`src/rtl/mem_port_arbiter_if.sv`:
```
// Request/grant/return bundle between the fetch, load/store and loader ports and the shared RAM.
// The slave view belongs to the arbiter; the master view is the requesters plus the RAM.
interface mem_port_arbiter_if #(
    parameter int AW = 30
) ();
    logic          f_req;
    logic [AW-1:0] f_addr;
    logic          f_gnt;
    logic          f_rvalid;
    logic [31:0]   f_rdata;

    logic          d_req;
    logic          d_we;
    logic [3:0]    d_be;
    logic [AW-1:0] d_addr;
    logic [31:0]   d_wdata;
    logic          d_gnt;
    logic          d_rvalid;
    logic [31:0]   d_rdata;

    logic          l_req;
    logic          l_we;
    logic          l_lock;
    logic [AW-1:0] l_addr;
    logic [31:0]   l_wdata;
    logic          l_gnt;
    logic          l_rvalid;
    logic [31:0]   l_rdata;

    logic          mem_en;
    logic          mem_we;
    logic [3:0]    mem_be;
    logic [AW-1:0] mem_addr;
    logic [31:0]   mem_wdata;
    logic [31:0]   mem_rdata;
    logic [1:0]    owner;

    modport slave (
        input  f_req, f_addr,
        output f_gnt, f_rvalid, f_rdata,
        input  d_req, d_we, d_be, d_addr, d_wdata,
        output d_gnt, d_rvalid, d_rdata,
        input  l_req, l_we, l_lock, l_addr, l_wdata,
        output l_gnt, l_rvalid, l_rdata,
        output mem_en, mem_we, mem_be, mem_addr, mem_wdata,
        input  mem_rdata,
        output owner
    );

    modport master (
        output f_req, f_addr,
        input  f_gnt, f_rvalid, f_rdata,
        output d_req, d_we, d_be, d_addr, d_wdata,
        input  d_gnt, d_rvalid, d_rdata,
        output l_req, l_we, l_lock, l_addr, l_wdata,
        input  l_gnt, l_rvalid, l_rdata,
        input  mem_en, mem_we, mem_be, mem_addr, mem_wdata,
        output mem_rdata,
        input  owner
    );
endinterface

```
`src/rtl/mem_port_arbiter.sv`:
```
// Three-port (fetch/data/loader) arbiter onto one synchronous RAM: grant and issue same cycle, read data one cycle later.
// Denied requesters stall (req held, gnt low); fetch is promoted after MAX_WAIT denials; loader may lock a burst.
module mem_port_arbiter #(
    parameter int AW       = 30,
    parameter int MAX_WAIT = 4
) (
    input  logic                 clk,
    input  logic                 reset,
    mem_port_arbiter_if.slave    bus
);
    localparam logic [1:0] OWN_NONE = 2'd0;
    localparam logic [1:0] OWN_F    = 2'd1;
    localparam logic [1:0] OWN_D    = 2'd2;
    localparam logic [1:0] OWN_L    = 2'd3;
    localparam logic [3:0] MAX_W    = 4'(MAX_WAIT);

    logic          lock_q;
    logic [3:0]    wait_q;
    logic [1:0]    tag_q;

    logic [1:0]    sel;
    logic          f_gnt, d_gnt, l_gnt;
    logic          mem_en, mem_we;
    logic [3:0]    mem_be;
    logic [AW-1:0] mem_addr;
    logic [31:0]   mem_wdata;

    // Reset gates the selection so every output is quiet while reset is high.
    always_comb begin
        sel = OWN_NONE;
        if (reset) begin
            sel = OWN_NONE;
        end else if (lock_q) begin
            if (bus.l_req) sel = OWN_L;
        end else if (bus.f_req && wait_q == MAX_W) begin
            sel = OWN_F;
        end else if (bus.l_req) begin
            sel = OWN_L;
        end else if (bus.d_req) begin
            sel = OWN_D;
        end else if (bus.f_req) begin
            sel = OWN_F;
        end
    end

    assign f_gnt  = (sel == OWN_F);
    assign d_gnt  = (sel == OWN_D);
    assign l_gnt  = (sel == OWN_L);
    assign mem_en = f_gnt | d_gnt | l_gnt;

    always_comb begin
        mem_we    = 1'b0;
        mem_be    = 4'b0000;
        mem_addr  = '0;
        mem_wdata = 32'h0;
        case (sel)
            OWN_F: begin
                mem_addr = bus.f_addr;
            end
            OWN_D: begin
                mem_we    = bus.d_we;
                mem_be    = bus.d_we ? bus.d_be : 4'b0000;
                mem_addr  = bus.d_addr;
                mem_wdata = bus.d_wdata;
            end
            OWN_L: begin
                mem_we    = bus.l_we;
                mem_be    = bus.l_we ? 4'b1111 : 4'b0000;
                mem_addr  = bus.l_addr;
                mem_wdata = bus.l_wdata;
            end
            default: begin
                mem_we = 1'b0;
            end
        endcase
    end

    always_ff @(posedge clk or posedge reset) begin
        if (reset) begin
            lock_q <= 1'b0;
            wait_q <= 4'd0;
            tag_q  <= OWN_NONE;
        end else begin
            // An idle loader releases a held lock; nothing is granted in that cycle.
            if (l_gnt)
                lock_q <= bus.l_lock;
            else if (lock_q && !bus.l_req)
                lock_q <= 1'b0;

            if (bus.f_req && !f_gnt)
                wait_q <= (wait_q >= MAX_W) ? MAX_W : wait_q + 4'd1;
            else
                wait_q <= 4'd0;

            tag_q <= (mem_en && !mem_we) ? sel : OWN_NONE;
        end
    end

    assign bus.f_gnt     = f_gnt;
    assign bus.d_gnt     = d_gnt;
    assign bus.l_gnt     = l_gnt;
    assign bus.mem_en    = mem_en;
    assign bus.mem_we    = mem_we;
    assign bus.mem_be    = mem_be;
    assign bus.mem_addr  = mem_addr;
    assign bus.mem_wdata = mem_wdata;
    assign bus.owner     = sel;

    assign bus.f_rvalid  = (tag_q == OWN_F);
    assign bus.d_rvalid  = (tag_q == OWN_D);
    assign bus.l_rvalid  = (tag_q == OWN_L);
    assign bus.f_rdata   = (tag_q == OWN_F) ? bus.mem_rdata : 32'h0;
    assign bus.d_rdata   = (tag_q == OWN_D) ? bus.mem_rdata : 32'h0;
    assign bus.l_rdata   = (tag_q == OWN_L) ? bus.mem_rdata : 32'h0;
endmodule

```
`src/flat_wrapper.sv`:
```
// flat-port wrapper written by rule: the top's interface ports become plain ports
module mem_port_arbiter_flat 
#(
    parameter int AW       = 30,
    parameter int MAX_WAIT = 4
)
  (clk, reset, bus_f_req, bus_f_addr, bus_f_gnt, bus_f_rvalid, bus_f_rdata, bus_d_req, bus_d_we, bus_d_be, bus_d_addr, bus_d_wdata, bus_d_gnt, bus_d_rvalid, bus_d_rdata, bus_l_req, bus_l_we, bus_l_lock, bus_l_addr, bus_l_wdata, bus_l_gnt, bus_l_rvalid, bus_l_rdata, bus_mem_en, bus_mem_we, bus_mem_be, bus_mem_addr, bus_mem_wdata, bus_mem_rdata, bus_owner);
  mem_port_arbiter_if #(.AW(AW)) bus_i ();
  input  logic clk;
  input  logic reset;
  input wire logic [$bits(bus_i.f_req)-1:0] bus_f_req;
  input wire logic [$bits(bus_i.f_addr)-1:0] bus_f_addr;
  output wire logic [$bits(bus_i.f_gnt)-1:0] bus_f_gnt;
  output wire logic [$bits(bus_i.f_rvalid)-1:0] bus_f_rvalid;
  output wire logic [$bits(bus_i.f_rdata)-1:0] bus_f_rdata;
  input wire logic [$bits(bus_i.d_req)-1:0] bus_d_req;
  input wire logic [$bits(bus_i.d_we)-1:0] bus_d_we;
  input wire logic [$bits(bus_i.d_be)-1:0] bus_d_be;
  input wire logic [$bits(bus_i.d_addr)-1:0] bus_d_addr;
  input wire logic [$bits(bus_i.d_wdata)-1:0] bus_d_wdata;
  output wire logic [$bits(bus_i.d_gnt)-1:0] bus_d_gnt;
  output wire logic [$bits(bus_i.d_rvalid)-1:0] bus_d_rvalid;
  output wire logic [$bits(bus_i.d_rdata)-1:0] bus_d_rdata;
  input wire logic [$bits(bus_i.l_req)-1:0] bus_l_req;
  input wire logic [$bits(bus_i.l_we)-1:0] bus_l_we;
  input wire logic [$bits(bus_i.l_lock)-1:0] bus_l_lock;
  input wire logic [$bits(bus_i.l_addr)-1:0] bus_l_addr;
  input wire logic [$bits(bus_i.l_wdata)-1:0] bus_l_wdata;
  output wire logic [$bits(bus_i.l_gnt)-1:0] bus_l_gnt;
  output wire logic [$bits(bus_i.l_rvalid)-1:0] bus_l_rvalid;
  output wire logic [$bits(bus_i.l_rdata)-1:0] bus_l_rdata;
  output wire logic [$bits(bus_i.mem_en)-1:0] bus_mem_en;
  output wire logic [$bits(bus_i.mem_we)-1:0] bus_mem_we;
  output wire logic [$bits(bus_i.mem_be)-1:0] bus_mem_be;
  output wire logic [$bits(bus_i.mem_addr)-1:0] bus_mem_addr;
  output wire logic [$bits(bus_i.mem_wdata)-1:0] bus_mem_wdata;
  input wire logic [$bits(bus_i.mem_rdata)-1:0] bus_mem_rdata;
  output wire logic [$bits(bus_i.owner)-1:0] bus_owner;
  assign bus_i.f_req = bus_f_req;
  assign bus_i.f_addr = bus_f_addr;
  assign bus_f_gnt = bus_i.f_gnt;
  assign bus_f_rvalid = bus_i.f_rvalid;
  assign bus_f_rdata = bus_i.f_rdata;
  assign bus_i.d_req = bus_d_req;
  assign bus_i.d_we = bus_d_we;
  assign bus_i.d_be = bus_d_be;
  assign bus_i.d_addr = bus_d_addr;
  assign bus_i.d_wdata = bus_d_wdata;
  assign bus_d_gnt = bus_i.d_gnt;
  assign bus_d_rvalid = bus_i.d_rvalid;
  assign bus_d_rdata = bus_i.d_rdata;
  assign bus_i.l_req = bus_l_req;
  assign bus_i.l_we = bus_l_we;
  assign bus_i.l_lock = bus_l_lock;
  assign bus_i.l_addr = bus_l_addr;
  assign bus_i.l_wdata = bus_l_wdata;
  assign bus_l_gnt = bus_i.l_gnt;
  assign bus_l_rvalid = bus_i.l_rvalid;
  assign bus_l_rdata = bus_i.l_rdata;
  assign bus_mem_en = bus_i.mem_en;
  assign bus_mem_we = bus_i.mem_we;
  assign bus_mem_be = bus_i.mem_be;
  assign bus_mem_addr = bus_i.mem_addr;
  assign bus_mem_wdata = bus_i.mem_wdata;
  assign bus_i.mem_rdata = bus_mem_rdata;
  assign bus_owner = bus_i.owner;
  mem_port_arbiter #(.AW(AW), .MAX_WAIT(MAX_WAIT)) u_core (.clk(clk), .reset(reset), .bus(bus_i));
endmodule
```
`config.mk`:
```
export PLATFORM = sky130hd
export DESIGN_NAME = mem_port_arbiter_flat
export DESIGN_NICKNAME = d
export VERILOG_FILES = /design/src/rtl/mem_port_arbiter_if.sv /design/src/rtl/mem_port_arbiter.sv /design/src/flat_wrapper.sv
export SDC_FILE = /design/constraint.sdc
export NUM_CORES = 1
export LEC_CHECK = 0
export ABC_AREA = 1
export CAP_MARGIN = 20
export CORE_AREA = 5 5 140 142
export CTS_CLUSTER_DIAMETER = 30
export CTS_CLUSTER_SIZE = 28
export DETAILED_ROUTE_END_ITERATION = 10
export DIE_AREA = 0 0 145 147
export SLEW_MARGIN = 10
export SYNTH_ARGS = -nofsm -noshare
export SYNTH_HDL_FRONTEND = slang
export SYNTH_SLANG_ARGS = --single-unit
```
`constraint.sdc`:
```
create_clock -name clk -period 2.7 [get_ports clk]
set_input_delay 0.675 -clock clk [delete_from_list [all_inputs] [get_ports clk]]
set_output_delay 0.675 -clock clk [all_outputs]
set_load 0.02 [all_outputs]
```
Word level (Yosys, flattened, before mapping)
Cells that the tools add are included.
{"block": "totals", "register_bits": 7, "input_bits": 198, "output_inout_bits": 172, "wordCells": 43}
{"block": "op_classes", "n_addsub": 1, "magnitude_cmp": 1, "eq_ne": 7, "n_mux": 21, "n_bitwise": 2, "n_reduce_logical": 8}
{"operator": "2-to-1 mux 32 bit", "n": 3}
{"operator": "one-hot mux 30 bit (3 select lines)", "n": 1}
{"operator": "one-hot mux 32 bit (2 select lines)", "n": 1}
{"operator": "2-to-1 mux 4 bit", "n": 4}
{"operator": "2-to-1 mux 2 bit", "n": 7}
{"operator": "== test 2 bit (second input constant)", "n": 4}
{"operator": "one-hot mux 4 bit (2 select lines)", "n": 1}
{"operator": "adder 4 x 1 -> 4 bit (second input constant)", "n": 1}
{"operator": "== test 2 x 1 -> 1 bit (second input constant)", "n": 2}
{"operator": "== test 4 x 3 -> 1 bit (second input constant)", "n": 1}
{"operator": "greater-or-equal comparator 4 x 3 -> 1 bit (second input constant)", "n": 1}
{"operator": "logical AND 1 bit", "n": 4}
{"operator": "logical NOT 1 bit", "n": 3}
{"operator": "2-to-1 mux 1 bit", "n": 3}
{"operator": "OR 1 bit", "n": 2}
{"operator": "one-hot mux 1 bit (2 select lines)", "n": 1}
{"operator": "nonzero test 2 bit", "n": 1}

Depth between registers and ports, before layout
Gate-level depths: netlist (run 1).
{"block": "logic_depth", "depth_word": 11, "ltp_mapped": 12, "ltp_nobuf": 11}

Worst setup path after synthesis (run 1)
No wires, ideal clock.
{"block": "synth_timing", "kind": "input to output", "from": "input bus_l_req", "to": "output bus_mem_addr[20]", "t_arrival_ps": 1732, "t_required_ps": 2025, "path_slack_ps": 293, "path_stages": 8, "path_buffers": 2, "path_cell_list": "inv_2 > a21oi_4 > inv_2 > nor2_4 > buf_6 > buf_2 > nand3_1 > nand3_1"}
{"block": "synth_between", "elab_chain_len": 6, "word_cells_on_any_way": 9, "classes_between": "3 x eq/ne; 6 x mux"}
{"item": "from (decl)", "line_no": "flat_wrapper.sv:24", "text": "input wire logic [$bits(bus_i.l_req)-1:0] bus_l_req;"}
{"item": "2-to-1 mux 2 bit", "line_no": "mem_port_arbiter.sv:37", "text": "end else if (bus.l_req) begin"}
{"item": "2-to-1 mux 2 bit", "line_no": "mem_port_arbiter.sv:35", "text": "end else if (bus.f_req && wait_q == MAX_W) begin"}
{"item": "2-to-1 mux 2 bit (*)", "line_no": "mem_port_arbiter.sv:33", "text": "end else if (lock_q) begin"}
{"item": "2-to-1 mux 2 bit (*)", "line_no": "mem_port_arbiter.sv:31", "text": "if (reset) begin"}
{"item": "net bus_owner[0]", "line_no": "flat_wrapper.sv:38", "text": "output wire logic [$bits(bus_i.owner)-1:0] bus_owner;"}
{"item": "== test 2 bit / == test 2 x 1 -> 1 bit (equally long branches)", "line_no": "mem_port_arbiter.sv:56", "text": "case (sel)"}
{"item": "one-hot mux 30 bit (3 select lines) (*)", "line_no": "mem_port_arbiter.sv:56"}
{"item": "to (decl)", "line_no": "flat_wrapper.sv:35", "text": "output wire logic [$bits(bus_i.mem_addr)-1:0] bus_mem_addr;"}
Mark *: on every way through the listed nets, which the timed path passes. The rest lies on a longest branch.

Final worst setup path (run 1)
{"block": "layout_timing", "from": "input bus_mem_rdata[7]", "to": "output bus_d_rdata[7]"}
{"block": "layout_between", "elab_chain_len": 1}
{"item": "from (decl)", "line_no": "flat_wrapper.sv:37", "text": "input wire logic [$bits(bus_i.mem_rdata)-1:0] bus_mem_rdata;"}
{"item": "2-to-1 mux 32 bit", "line_no": "mem_port_arbiter.sv:113", "text": "assign bus.d_rdata = (tag_q == OWN_D) ? bus.mem_rdata : 32'h0;"}
{"item": "to (decl)", "line_no": "flat_wrapper.sv:23", "text": "output wire logic [$bits(bus_i.d_rdata)-1:0] bus_d_rdata;"}
Every way passes these cells.

==> results of run 1 <==
## synth_stat cells
cell type / n
nor2_1: 105
nand3_2: 1
dfrtp_1: 7
nand2_2: 2
inv_2: 3
ha_1: 2
nand2_1: 126
a21oi_4: 1
buf_6: 1
clkbuf_1: 21
inv_1: 51
nor2_2: 1
conb_1: 1
nand3_1: 91
nor2_4: 2
buf_2: 12
buf_4: 3
nor3_1: 1
nand4_1: 31
## cell families (layout without fill, tap and decap cells)
logic type	count (synthesis)	in the layout	synth area share [%]
and+or+nand+nor	360	360	72.5
other	1	1	0.173
adders and majority gates	2	2	1.15
buffers and inverters	91	490	17.3
DFF	7	7	8.08
AOI/OAI and AO/OA	1	1	0.750
## power groups by stage
stage	clock network (mW)	logic, mW	registers, mW
global route	0.262	1.66	0.120
detailed placement	0	1.43	0.120
floorplan	0	0.580	0.120
CTS	0.257	1.52	0.119
global placement	0	1.43	0.120
finish	0.253	1.55	0.119
## path summary, 6_finish.rpt
check,slack (ns),cells after the start,from,to
worst max-delay path,0.05,4,bus_mem_rdata[7],bus_d_rdata[7]
worst min-delay path,0.40,2,reset,u_core.lock_q
worst max register to register,0.92,14,u_core.wait_q[0],u_core.tag_q[0]
worst min register to register,0.57,2,u_core.wait_q[2],u_core.wait_q[2]
max in group asynchronous,2.08,2,reset,u_core.tag_q[1]
min in group clk,0.57,2,u_core.wait_q[2],u_core.wait_q[2]
## layer usage
layer	vias to the layer above	GRT usage, %	wire length, um
li1	2260	-	-
met3	17	4.16	1720
met4	0	2.64	258
met1	1950	16.0	6410
met2	254	27.1	8750
met5	-	0	0
## worst max-delay path, stage by stage
cell and delay [ns]:
clkdlybuf4s50_1 0.51, inv_1 0.09, nor2_1 0.10, clkdlybuf4s50_1 0.61
## sequential cells by signal, summed over array words and instances, names as in the netlist
signal         flops
u_core.wait_q      4
u_core.tag_q       2
u_core.lock_q      1
## what timing repair did
action / CTS / global route
resized for setup: 355 / 86
hold buffers: 0 / 0
gates cloned: 8 / 1
pin swaps: 6 / 20
buffers inserted: 13 / 7
endpoints found under the setup margin: 76 / 69
## layout make-up
cell class	count	area [um2]	share of cell area, %
clock buffer	4	78.8	1.14
inverter	54	205	2.96
multi-input combinational	364	1810	26.1
sequential	7	175	2.53
tap	234	293	4.23
timing repair buffer	432	4360	63.0
## through the flow
step	instance area, um2	util [%]	setup TNS, ns	instances
after global placement	6390	34.8	-53.99	1067
after CTS	6730	36.7	-0.612	1092
final	6920	37.8	0	1095
after floorplan	2170	-	0	462
after detailed placement	6390	34.8	-53.78	1067
after global routing	6920	37.8	-0.698	1095
==> metrics.txt, run 1 <==
run status complete, no violations; die area 21300 um2; CTS tree built; Ant. Diodes 0; Final min period 2.65 ns; sequential share of the synthesized area 8.08%; endpoint type of the worst setup path output pin; CP required 2.03 ns; Initial Util 11.8%; post-synth cell types 19; area delta synth->final 219%; Syn. warnings 0; clk_lat worst skew 0.23 ns; clk root buf clkbuf_16; WL/cell 15.6 um; Gate power share around 81%; pre-CTS setup slack -0.814 ns; commonest non-fill, non-tap cell in the layout clkdlybuf4s50_1; Int Power 1.11 mW; share of cells above drive strength 1 a little over a fifth; Synth top area share between 20% and 30%; drt drc 0; H-tree depth 1; num ports 370; Total Routing Usage GR 14.4%; DR pass1 iterations 4; Site Rows 50; drt first-iter violations 192; final hold slack 0.401 ns; Max Cap Viol 0; mapped cell area roughly 2200 um2; Final WS setup roughly 0.05 ns; Flop pwr share about 6.2%; Switching Share 42.3%; area leader, netlist nand2_1; Pins Over Slew Limit 0; Sw Pwr 813 uW; fin crit share 98.2%; fillers 1931; Clk pin slew, worst setup/hold paths 0.04 ns; clock share of power 13.1%; Leak 3.35 nW; most frequent cells in the layout 286 x clkdlybuf4s50_1, 118 x nand2_1, 104 x nor2_1; GPL Wtd Cong 0.812; Setup Viol. Count Final 0; Fin. Hold Viols 0; syn_area_per_cell 4.69 um2; PnR Total Power 1.92 mW; vias 4481; worst vdd ir 0.178 mV; # nets final 1062; Core Area ~18000 um2; crit path DAT 1.98 ns; Routed Antenna Nets 0; vias in the first global route 4520; TritonCTS Buffers 3; first-pass GRT wire length 25200 um; unrepaired setup endpoints after global routing yes; Longest Clk Path Bufs 2; Final Skew between 0.004 and 0.005 ns; global route overflow 0; initial antenna violation count 0; largest net degree at the start of global routing 34; Setup CP Type input pin to output pin; die height 147 um; port bufs 369; worst-path maximum fanout 3; power per cell area 278 nW/um2; synthesized flop and latch total 7; ranking of synthesized cells by area nand2_1 22%, nand3_1 21%, nor2_1 18%; worst hold path class input pin to async pin; Post-Syn Instances 462; syn_nets 662; Startpoint Class input pin; drt total wl about 17000 um; Vias per Instance roughly 4.1; Max Fclk 377 MHz; CTS Sinks 7; die width 145 um; Detailed Place HPWL between 10000 and 15000 um
(Power assumes the default switching activity.)
==> inputs of run 2 (changes only) <==
Settings changed: SETUP_SLACK_MARGIN set to 0.4.
==> run 2 against run 1 <==
Combinational power rose by 25%. Critical path type is now flip-flop to output pin. Register-to-register slack got worse by 0.28 ns. Largest power group unchanged. Die area did not move. Final cell count rose by 1.9%. Power rose by 19%. Final area rose by 19%. Clock power fell by 2%. Sequential share of layout area fell by 0.41 points.
==> metrics.txt, run 2 (same netlist as run 1, synthesis figures left out) <==
run status complete, no violations; WL met3 1720 um (+0.29%); drt first-iter violations 117 (-39%); drt drc 0 (unchanged); leading registers by flop count u_core.wait_q (4), u_core.tag_q (2), u_core.lock_q (1); share of cells above drive strength 1 51.5% (+30 points); fillers 1843 (-4.6%); first-pass GRT wire length 27600 um (+9.9%); Total Routing Usage GR 16.1% (+1.8 points); num ports 370 (unchanged); CP required 2.03 ns (about the same); port bufs 369 (unchanged); Detailed Place HPWL 14500 um (+8.2%); DR pass1 iterations 4 (unchanged); Max Fclk 372 MHz (-1.5%); GPL Wtd Cong 0.871 (+7.2%); die height 147 um (unchanged); clock share of power 10.8% (-2.3 points); Sw Pwr 1000 uW (+23%); Site Rows 50 (unchanged); Flop pwr share 5.2% (-1.0 points); largest net degree at the start of global routing 34 (unchanged); worst hold path class input pin to async pin; Reg with most FFs u_core.wait_q; Finished Layout Cells 1116 (+1.9%); Placed Area 6730 um2 (+5.4%); worst vdd ir 0.161 mV (-9.4%); vias in the first global route 4968 (+9.9%); Pins Over Slew Limit 0 (unchanged); global route overflow 0 (unchanged); crit path DAT 2.02 ns (+0.04 ns); clk root buf clkbuf_16; power per cell area 277 nW/um2 (-0.18%); most frequent cells in the layout 195 x clkdlybuf4s50_1, 103 x nor2_1, 91 x buf_6; fin area 8270 um2 (+19%); CTS tree built; PnR Total Power 2.29 mW (+19%); max reg flops 4 (unchanged); Clk pin slew, worst setup/hold paths 0.04 ns (about the same); Max Cap Viol 0 (unchanged); Setup Viol. Count Final 0 (unchanged); Switching Share 43.6% (+1.3 points); worst-path maximum fanout 5 (+2); vias 4715 (+5.2%); CTS Sinks 7 (unchanged); area delta synth->final 281%; H-tree depth 1 (unchanged); clk_lat worst skew 0.23 ns (about the same); Initial Util 11.8% (unchanged); Leak 4.16 nW (+24%); Hold Buf Count CTS 0 (unchanged); Post-Place Cells 1064 (-0.28%); Core Area 18300 um2 (unchanged); Final Skew 0.00274 ns (-0.00139 ns); Int Power 1.29 mW (+17%); fin crit share 99.7% (+1.5 points); top sig layer met5; endpoint type of the worst setup path output pin; Routed Antenna Nets 0 (unchanged); Longest Clk Path Bufs 2 (unchanged); WL/cell 17.3 um (+11%); routed length on met2 10100 um (+16%); total negative slack 0 ns (unchanged); initial antenna violation count 2 (+2); final hold slack 0.406 ns (+0.00514 ns); Setup CP Type flip-flop to output pin; wl on met1 6950 um (+8.4%); Fin. Hold Viols 0 (unchanged); Vias per Instance 4.22 (+3.2%); commonest non-fill, non-tap cell in the layout clkdlybuf4s50_1; die width 145 um (unchanged); die area 21300 um2 (unchanged); drt total wl 19300 um (+13%); Gate power share 84.0% (+3.3 points); # nets final 1082 (+1.9%); Worst R2R Path Depth 15 (+1); Final min period 2.69 ns (+0.0407 ns); unrepaired setup endpoints after global routing yes; TritonCTS Buffers 3 (unchanged); Startpoint Class flip-flop
-- run 2: cell types whose count changed in the layout (fill, tap and decap cells not counted), moves of 36 or more --
cell	previous run	this run
buf_6	34	91
clkbuf_2	1	50
nand3_2	21	73
nand3_1	69	3
nand2_2	6	42
nand2_1	118	27
nand2_4	4	56
clkdlybuf4s50_1	286	195
-- run 2: layer usage --
metal | up-vias | GRT usage [%]
li1 | 2308 | -
met1 | 2131 | 16.2
met2 | 250 | 30.9
met3 | 24 | 5.64
met4 | 2 | 5.27
met5 | - | 0
-- run 2: metrics by stage --
stage	worst slack, ns	utilization, %
after detailed placement	-0.890	36.7
after CTS	-0.00533	45.1
after global placement	-0.893	36.7
after floorplan	0.373	-
final	0.00835	45.1
after global routing	-0.0930	45.1
-- run 2: power groups by stage --
stage                     Sequential (mW)  Combinational (mW)  Clock, mW
after CTS                           0.120                1.88      0.252
after global placement              0.120                1.51          0
after global routing                0.121                2.03      0.258
after detailed placement            0.120                1.51          0
final                               0.120                1.93      0.247
after floorplan                     0.120               0.658          0
-- run 2: worst max-delay path, stage by stage, from the launching register on --
cell and delay (ns):
dfrtp_1 0.38, inv_2 0.08, ha_4 0.16, nand2_8 0.05
nor2_4 0.09, nor2_4 0.06, nor2_4 0.14, buf_12 0.13
buf_12 0.10, nand2_8 0.05, clkinv_8 0.07, buf_12 0.11
buf_16 0.13, nand2_4 0.06, nand2_4 0.06, buf_6 0.11
-- run 2: timing repair --
| action | in CTS | in global routing |
|---|---|---|
| resized for setup | 843 | 140 |
| pin swaps | 56 | 27 |
| setup buffers | 25 | 7 |
| endpoints found under the setup margin | 174 | 152 |
| cloned | 13 | 2 |
| hold endpoints to repair | 0 | 0 |
-- run 2: worst paths after layout --
check,slack [ns],to,start
worst max-delay path,0.008,bus_mem_wdata[30],u_core.wait_q[0]
max in group asynchronous,2.08,u_core.lock_q,reset
min in group clk,0.57,u_core.wait_q[0],u_core.wait_q[2]
worst max register to register,0.64,u_core.wait_q[2],u_core.wait_q[0]
worst min-delay path,0.41,u_core.wait_q[1],reset
worst min register to register,0.57,u_core.wait_q[0],u_core.wait_q[2]
-- run 2: final cells by class --
cell class | instances | area, um2 | area share, %
Antenna cell | 1 | 2.50 | 0.0303
Clock buffer | 4 | 78.8 | 0.953
Inverter | 54 | 228 | 2.75
Multi-Input combinational cell | 364 | 2780 | 33.6
Sequential cell | 7 | 175 | 2.12
Tap cell | 234 | 293 | 3.54
Timing Repair Buffer | 452 | 4720 | 57.1
